**src/rtl/cnt_stream_packer.sv**
```systemverilog
// cnt_stream_packer: packs 64-bit counter words eight per 512-bit beat, one framed run per load.
// Define CNT_FLUSH_TIMEOUT_EN to force-flush a stalled partial beat after TIMEOUT_CYCLES idle cycles.
module cnt_stream_packer #(
  parameter int TIMEOUT_CYCLES = 1024
) (
  input  logic         clk_i,
  input  logic         reset_i,
  input  logic [63:0]  cnt_i,
  input  logic         cnt_vld_i,
  output logic         cnt_ack_o,
  input  logic [15:0]  num_cnt_read_i,
  input  logic         num_cnt_read_valid_i,
  output logic [511:0] dout_o,
  output logic         dout_vld_o,
  input  logic         dout_ready_i,
  output logic         dout_last_o,
  output logic         done_o,
  output logic         timed_out_o
);
  typedef enum logic [1:0] {IDLE, FILL, OUT} state_e;
  state_e state_q;
  logic [15:0] target_q, rcvd_q;
  logic [2:0] lane_q;
  logic [511:0] buf_q;
  logic dout_vld_q, dout_last_q, done_q, timed_out_q;
  logic xfer, fin, flush;
  assign cnt_ack_o = state_q == FILL;
  assign xfer = cnt_ack_o && cnt_vld_i;
  assign fin = rcvd_q + 16'd1 == target_q;
`ifdef CNT_FLUSH_TIMEOUT_EN
  localparam int TW = $clog2(TIMEOUT_CYCLES + 1);
  logic [TW-1:0] idle_q;
  logic stalled;
  // An empty run has nothing to flush, so it never starts the idle count.
  assign stalled = state_q == FILL && !cnt_vld_i && (lane_q != 3'd0 || rcvd_q != 16'd0);
  assign flush = stalled && idle_q == TW'(TIMEOUT_CYCLES - 1);
  always_ff @(posedge clk_i)
    if (reset_i || !stalled) idle_q <= '0;
    else if (!flush) idle_q <= idle_q + TW'(1);
`else
  assign flush = 1'b0 && TIMEOUT_CYCLES > 0;
`endif
  always_ff @(posedge clk_i) begin
    done_q <= 1'b0;
    if (reset_i) begin
      state_q <= IDLE;
      target_q <= '0;
      rcvd_q <= '0;
      lane_q <= '0;
      buf_q <= '0;
      dout_vld_q <= 1'b0;
      dout_last_q <= 1'b0;
      timed_out_q <= 1'b0;
    end else if (state_q == IDLE) begin
      if (num_cnt_read_valid_i && num_cnt_read_i != 16'd0) begin
        state_q <= FILL;
        target_q <= num_cnt_read_i;
        rcvd_q <= '0;
        lane_q <= '0;
        buf_q <= '0;
        timed_out_q <= 1'b0;
      end
    end else if (state_q == FILL) begin
      if (xfer) begin
        buf_q[{lane_q, 6'd0} +: 64] <= cnt_i;
        rcvd_q <= rcvd_q + 16'd1;
        lane_q <= lane_q + 3'd1;
        if (lane_q == 3'd7 || fin) begin
          state_q <= OUT;
          dout_vld_q <= 1'b1;
          dout_last_q <= fin;
        end
      end else if (flush) begin
        state_q <= OUT;
        dout_vld_q <= 1'b1;
        dout_last_q <= 1'b1;
        timed_out_q <= 1'b1;
      end
    end else if (dout_ready_i) begin
      dout_vld_q <= 1'b0;
      dout_last_q <= 1'b0;
      if (dout_last_q) begin
        done_q <= 1'b1;
        state_q <= IDLE;
      end else begin
        buf_q <= '0;
        state_q <= FILL;
      end
    end
  end
  assign dout_o = buf_q;
  assign dout_vld_o = dout_vld_q;
  assign dout_last_o = dout_last_q;
  assign done_o = done_q;
  assign timed_out_o = timed_out_q;
endmodule

```
**config.mk**
```make
export PLATFORM = sky130hd
export DESIGN_NAME = cnt_stream_packer
export DESIGN_NICKNAME = d
export VERILOG_FILES = /design/src/rtl/cnt_stream_packer.sv
export SDC_FILE = /design/constraint.sdc
export NUM_CORES = 1
export LEC_CHECK = 0
export ABC_AREA = 1
export BUFFER_PORTS_ARGS = -buffer_cell sky130_fd_sc_hd__buf_4
export CORE_AREA = 2 2 233 235
export CTS_BUF_LIST = sky130_fd_sc_hd__clkbuf_16
export CTS_CLUSTER_SIZE = 25
export DETAILED_ROUTE_END_ITERATION = 6
export DIE_AREA = 0 0 235 237
export PLACE_DENSITY = 0.69
export SETUP_SLACK_MARGIN = 0.02
export SLEW_MARGIN = 40
export SYNTH_ARGS = -nofsm -noshare
export SYNTH_HDL_FRONTEND = slang
export SYNTH_SLANG_ARGS = --single-unit
```
**constraint.sdc**
```tcl
create_clock -name clk_i -period 2.91 [get_ports clk_i]
set_input_delay 0.582 -clock clk_i [delete_from_list [all_inputs] [get_ports clk_i]]
set_output_delay 0.582 -clock clk_i [all_outputs]
set_load 0.01 [all_outputs]
```
# Yosys cells after proc, flatten, opt, wreduce, memory -nomap -nowiden
# Index checks and enable logic that the tools add are counted.
[classes] add_sub_neg=3 mul=0 div=0 order_cmp=0 eq_ne=9 shift=2 mux=30 bitwise=2 n_reduce_logical=15
[ops] cell="$mux W512" count=6
[ops] cell="$bwmux W512" count=1
[ops] cell="$shift A64 B11 Y512 const A" count=1
[ops] cell="$shiftx A64 B11 Y512" count=1
[ops] cell="$mux W16" count=4
[ops] cell="$add A16 B1 Y16 const B" count=1
[ops] cell="$eq A16 B16 Y1" count=1
[ops] cell="$reduce_bool A16 Y1" count=1
[ops] cell="$mux W2" count=6
[ops] cell="$mux W3" count=4
[ops] cell="$reduce_and A4 Y1" count=3
[ops] cell="$neg A9 Y11" count=1
[ops] cell="$mux W1" count=9
[ops] cell="$ne A2 B1 Y1 const B" count=3
[ops] cell="$ne A3 B1 Y1 const B" count=2
[ops] cell="$reduce_bool A2 Y1" count=3
[ops] cell="$reduce_or A4 Y1" count=1
[ops] cell="$add A3 B1 Y3 const B" count=1
[ops] cell="$eq A3 B3 Y1 const B" count=1
[ops] cell="$ne A3 B2 Y1 const B" count=1
[ops] cell="$reduce_and A3 Y1" count=1
[ops] cell="$reduce_bool A3 Y1" count=1
[ops] cell="$eq A2 B1 Y1 const B" count=1
[ops] cell="$logic_and A1 B1 Y1" count=2
[ops] cell="other kinds (4)" count=5
[word_totals] register_bits=552 latchBits=0 ramBits=0 romBits=0 in_bits=85 n_memories=0

# Longest topological paths before layout
[logic_depth] ltp_word=7 mapped_depth=15 ltp_nobuf=15

# Least setup slack after synthesis
# OpenSTA, ideal clock, no wires.
[synth_timing] path_kind="reg-to-reg" startpoint="register lane_q[0]" endpoint="register buf_q[391] (netlist: dout_o[391])" setup_ps=70 t_arrival_ps=2908 path_slack_ps=-68 path_stages_with_launch=13 synth_period_minus_slack_ps=2978 path_cell_list="dfxtp_1 > buf_4 > inv_2 > clkbuf_1 > clkbuf_1 > ha_1 > ha_1 > nor3_2 > inv_1 > nor2_1 > clkbuf_1 > nand4_1 > a21oi_1"
[synth_between] elab_chain_cells=6
[synth_rtl] item="from (decl)" line="23" rtl="logic [2:0] lane_q;"
[synth_rtl] item="from (signal assigned)" line="67" rtl="lane_q <= lane_q + 3'd1;"
[synth_rtl] item="$neg A9 Y11 *" line="65" rtl="buf_q[{lane_q, 6'd0} +: 64] <= cnt_i;"
[synth_rtl] item="$shiftx A64 B11 Y512 / $shift A64 B11 Y512 (equally long branches)" line="65"
[synth_rtl] item="$bwmux W512 *" line="65"
[synth_rtl] item="$mux W512 *" line="64" rtl="if (xfer) begin"
[synth_rtl] item="$mux W512 *" line="63" rtl="end else if (state_q == FILL) begin"
[synth_rtl] item="$mux W512 *" line="54" rtl="end else if (state_q == IDLE) begin"
[synth_rtl] item="to (signal, indexed assignment)" line="65"
[synth_rtl] item="to (decl)" line="24" rtl="logic [511:0] buf_q;"
# Mark *: on every way between the ends. The rest lies on a longest branch, timed or not. The select of a mux whose other input is x is not followed.
# A chain may end at the register's enable or synchronous reset.

# Worst setup path in the final report
[layout_timing] startpoint="register state_q[1]" endpoint="output port cnt_ack_o"
[layout_between] elab_chain_cells=1
[layout_rtl] item="from (decl)" line="21" rtl="state_e state_q;"
[layout_rtl] item="from (signal assigned)" line="46" rtl="state_q <= IDLE;"
[layout_rtl] item="from (signal assigned)" line="56" rtl="state_q <= FILL;"
[layout_rtl] item="from (signal assigned)" line="69" rtl="state_q <= OUT;"
[layout_rtl] item="$eq A2 B1 Y1" line="27" rtl="assign cnt_ack_o = state_q == FILL;"
[layout_rtl] item="to (decl)" line="10" rtl="output logic cnt_ack_o,"
# Every way passes these cells.

==> results.yml <==
outcome:
  status: "completed"
yosys:
  ys_ff_latch: 552
  syn-instance-count: 3052
  ys_warn_count: 0
  ys_seq_area_share_pct: 49.23
  syn_area_um2: 22450
  synthArstFlopShare_pct: 0
  synth_nets: 3145
  synth_area_leaders: "dfxtp_1 49%, nand2_1 14%, a21oi_1 12%"
  ys_types: 34
  yosysTopAreaCellShare_pct: 49.23
  syn_area_per_cell_um2: 7.354
  synth_edf_count: 0
  synth_top_flop_cell: "dfxtp_1"
  yosysMostFrequentCell: "nand2_1"
  synthTopCellsByCount: "845 x nand2_1, 552 x a21oi_1, 552 x dfxtp_1"
  yosys.area.top_type: "dfxtp_1"
setup_path:
  rr_worst_depth: 11
  critPathRequiredTime_ps: 2330
  cp_max_fo: 49
  worstReg2RegEnd: "dout_o[402]$_SDFFE_PP0P_"
  crit_start: "state_q[1]$_SDFFE_PP0P_"
  cp.arrival_ps: 2100
  start_kind: "flip-flop"
  r2r_start: "lane_q[0]$_SDFFE_PP0P_"
  rrSetupSlack_ps: 240
  critPathKind: "reg2out"
  crit_path_end_kind: "primary output"
clock_network:
  cts_sinks: 552
  clk-insertion-delay-late_ps: 620
  clock_path_buffers: 3
  clkTransAtPathRegs_ps: 60
  numCtsBuffers: 58
  cts_hold_buf: 0
  cts_tree: "built"
  cts_setup_buffers: 0
  root_buffer: "clkbuf_16"
  htree_levels: 2
  ctsResizeCount: 0
final_layout:
  multi_input_area_um2: 9876
  area_delta_synth_final_pct: 32.15
  nNetsFinal: 3641
  register_area_um2: 11050
  drive_gt1_share_pct: 22.49
  fillerInstances: 5058
hold_path:
  hold_end: "dout_o[56]$_SDFFE_PP0P_"
  holdPathStages: 3
  worstHoldStart: "cnt_i[56]"
  hold_class: "in2reg"
drt:
  vias_per_cell: 5.517
  drc: 0
  routedWlPerCell_um: 21.44
  drt_iter0_drc: 2755
  routed_wl_um: 92050
  vias: 23680
  first_pass_iters: 5
  final_antenna_net_count: 0
pwr:
  powerDensity_nw_per_um2: 772.7
  p_leak_nw: 11.28
  max-vdd-ir-drop_mv: 1.012
timing:
  slew_violations: 0
  rsz0062_at_grt: "no"
  relSlewSlack_pct: 41.90
  final.period_utilization_pct: 92.21
  period_needed_ps: 2683
  worst_pin_slew_ps: 864.9
  setup_slack_ps: 226.7
  setup_tns_ps: 0
  setup_violations: 0
  finClkSkew_ps: 20.61
  max_freq_ghz: 0.3727
  hold_violations: 0
global_routing:
  grt_usage_pct: 31.36
  antenna_found_initial: 1
  gr-total-overflow: 0
  grt_pass1_vias: 21380
  grt_pass1_wl_um: 136100
  grt_max_degree: 192
die:
  ios: 602
  rows: 85
  die_x_um: 235
  coreArea_um2: 53280
  start_util_pct: 42.13
  die_y_um: 237
  die_area_um2: 55700
placed_design:
  portBuffers: 600
  place_hpwl_um: 63470
  dp_slack_ps: 162.9
  gp_congestion: 0.9355
job:
  maxCapViolCount: 0
==> layer usage <==
metal	track usage (%)	up-vias	wire length [µm]
li1	-	11170	-
met1	44.44	11100	39450
met2	47.36	1256	40550
met3	6.447	157	9217
met4	10.74	0	2825
met5	0	-	0
==> logic make-up (layout without fill, tap and decap cells) <==
kind of cell,after synthesis,after routing,share of synthesized area [%]
and+or+nand+nor,1515,1515,29.78
other,1,5,0.01671
xor gates and xnor gates,2,2,0.07806
adders and majority gates,8,8,0.4460
AOI/OAI and AO/OA,580,580,13.27
DFF,552,552,49.23
buffers and inverters,394,935,7.174
==> layout by cell type (no fill, tap or decap), types with 2 or more instances in the layout <==
| cell type | n |
|---|---|
| clkbuf_16 | 59 |
| bufinv_16 | 3 |
| clkinv_1 | 16 |
| o21ai_0 | 19 |
| nand3_1 | 275 |
| inv_2 | 8 |
| clkinvlp_4 | 2 |
| inv_1 | 142 |
| nor2_1 | 125 |
| nand4_1 | 103 |
| nor3_1 | 78 |
| nand2_2 | 3 |
| nor2_2 | 3 |
| inv_6 | 3 |
| ha_1 | 7 |
| nor4_1 | 40 |
| buf_12 | 26 |
| nor3_2 | 3 |
| dfxtp_1 | 551 |
| nand3b_1 | 28 |
| a21oi_1 | 552 |
| buf_4 | 661 |
| clkinv_2 | 9 |
| nor4_4 | 2 |
| nor2_4 | 7 |
| buf_8 | 2 |
| nand2_1 | 844 |
| nor3_4 | 3 |
| diode_2 | 4 |
| o21ai_4 | 7 |
==> sequential cells by signal (all words and copies together) (netlist names) <==
name	count
state_q	2
lane_q	3
rcvd_q	16
dout_o	512
dout_vld_o	1
done_o	1
target_q	16
dout_last_o	1
==> worst max path at each step <==
stage | end | depth (start not counted)
2_1_floorplan | dout_o[391]$_SDFFE_PP0P_ | 12
3_3_place_gp | dout_o[224]$_SDFFE_PP0P_ | 11
3_5_place_dp | dout_o[486]$_SDFFE_PP0P_ | 11
4_1_cts | cnt_ack_o | 4
5_1_grt | dout_o[402]$_SDFFE_PP0P_ | 11
6_report | cnt_ack_o | 4
==> worst max-delay path, stage by stage (launching register included) <==
cell	delay, ps
dfxtp_1	370
nor2_4	160
buf_6	410
buf_4	340
buf_4	170
==> area by class of cell <==
cell class,instances,area share (%)
antenna,4,0.03375
clock buffer,59,4.978
clock inverter,46,0.9871
inverter,139,1.784
multi-input combinational,2106,33.30
sequential,552,37.27
tap,696,2.936
timing repair buffer,691,18.72
==> power breakdown <==
group	total [mW]	switching [mW]	internal, mW
Clock	7.06	3.14	3.91
Sequential	7.85	0.110	7.74
Combinational	8.01	6.02	1.99
==> through the flow <==
stage / hold slack (ps) / total power [mW] / cell area (µm²) / utilization, % / instances
global placement: 444.8 / 15.83 / 27830 / 52.23 / 4182
detailed placement: 445.0 / 15.85 / 27840 / 52.24 / 4182
floorplan: 435.3 / 12.74 / 22450 / - / 3052
finish: 232.7 / 22.92 / 29660 / 55.67 / 4293
global route: 222.4 / 23.76 / 29650 / 55.65 / 4290
CTS: 196.9 / 22.81 / 29600 / 55.56 / 4287
(Power assumes the default switching activity.)
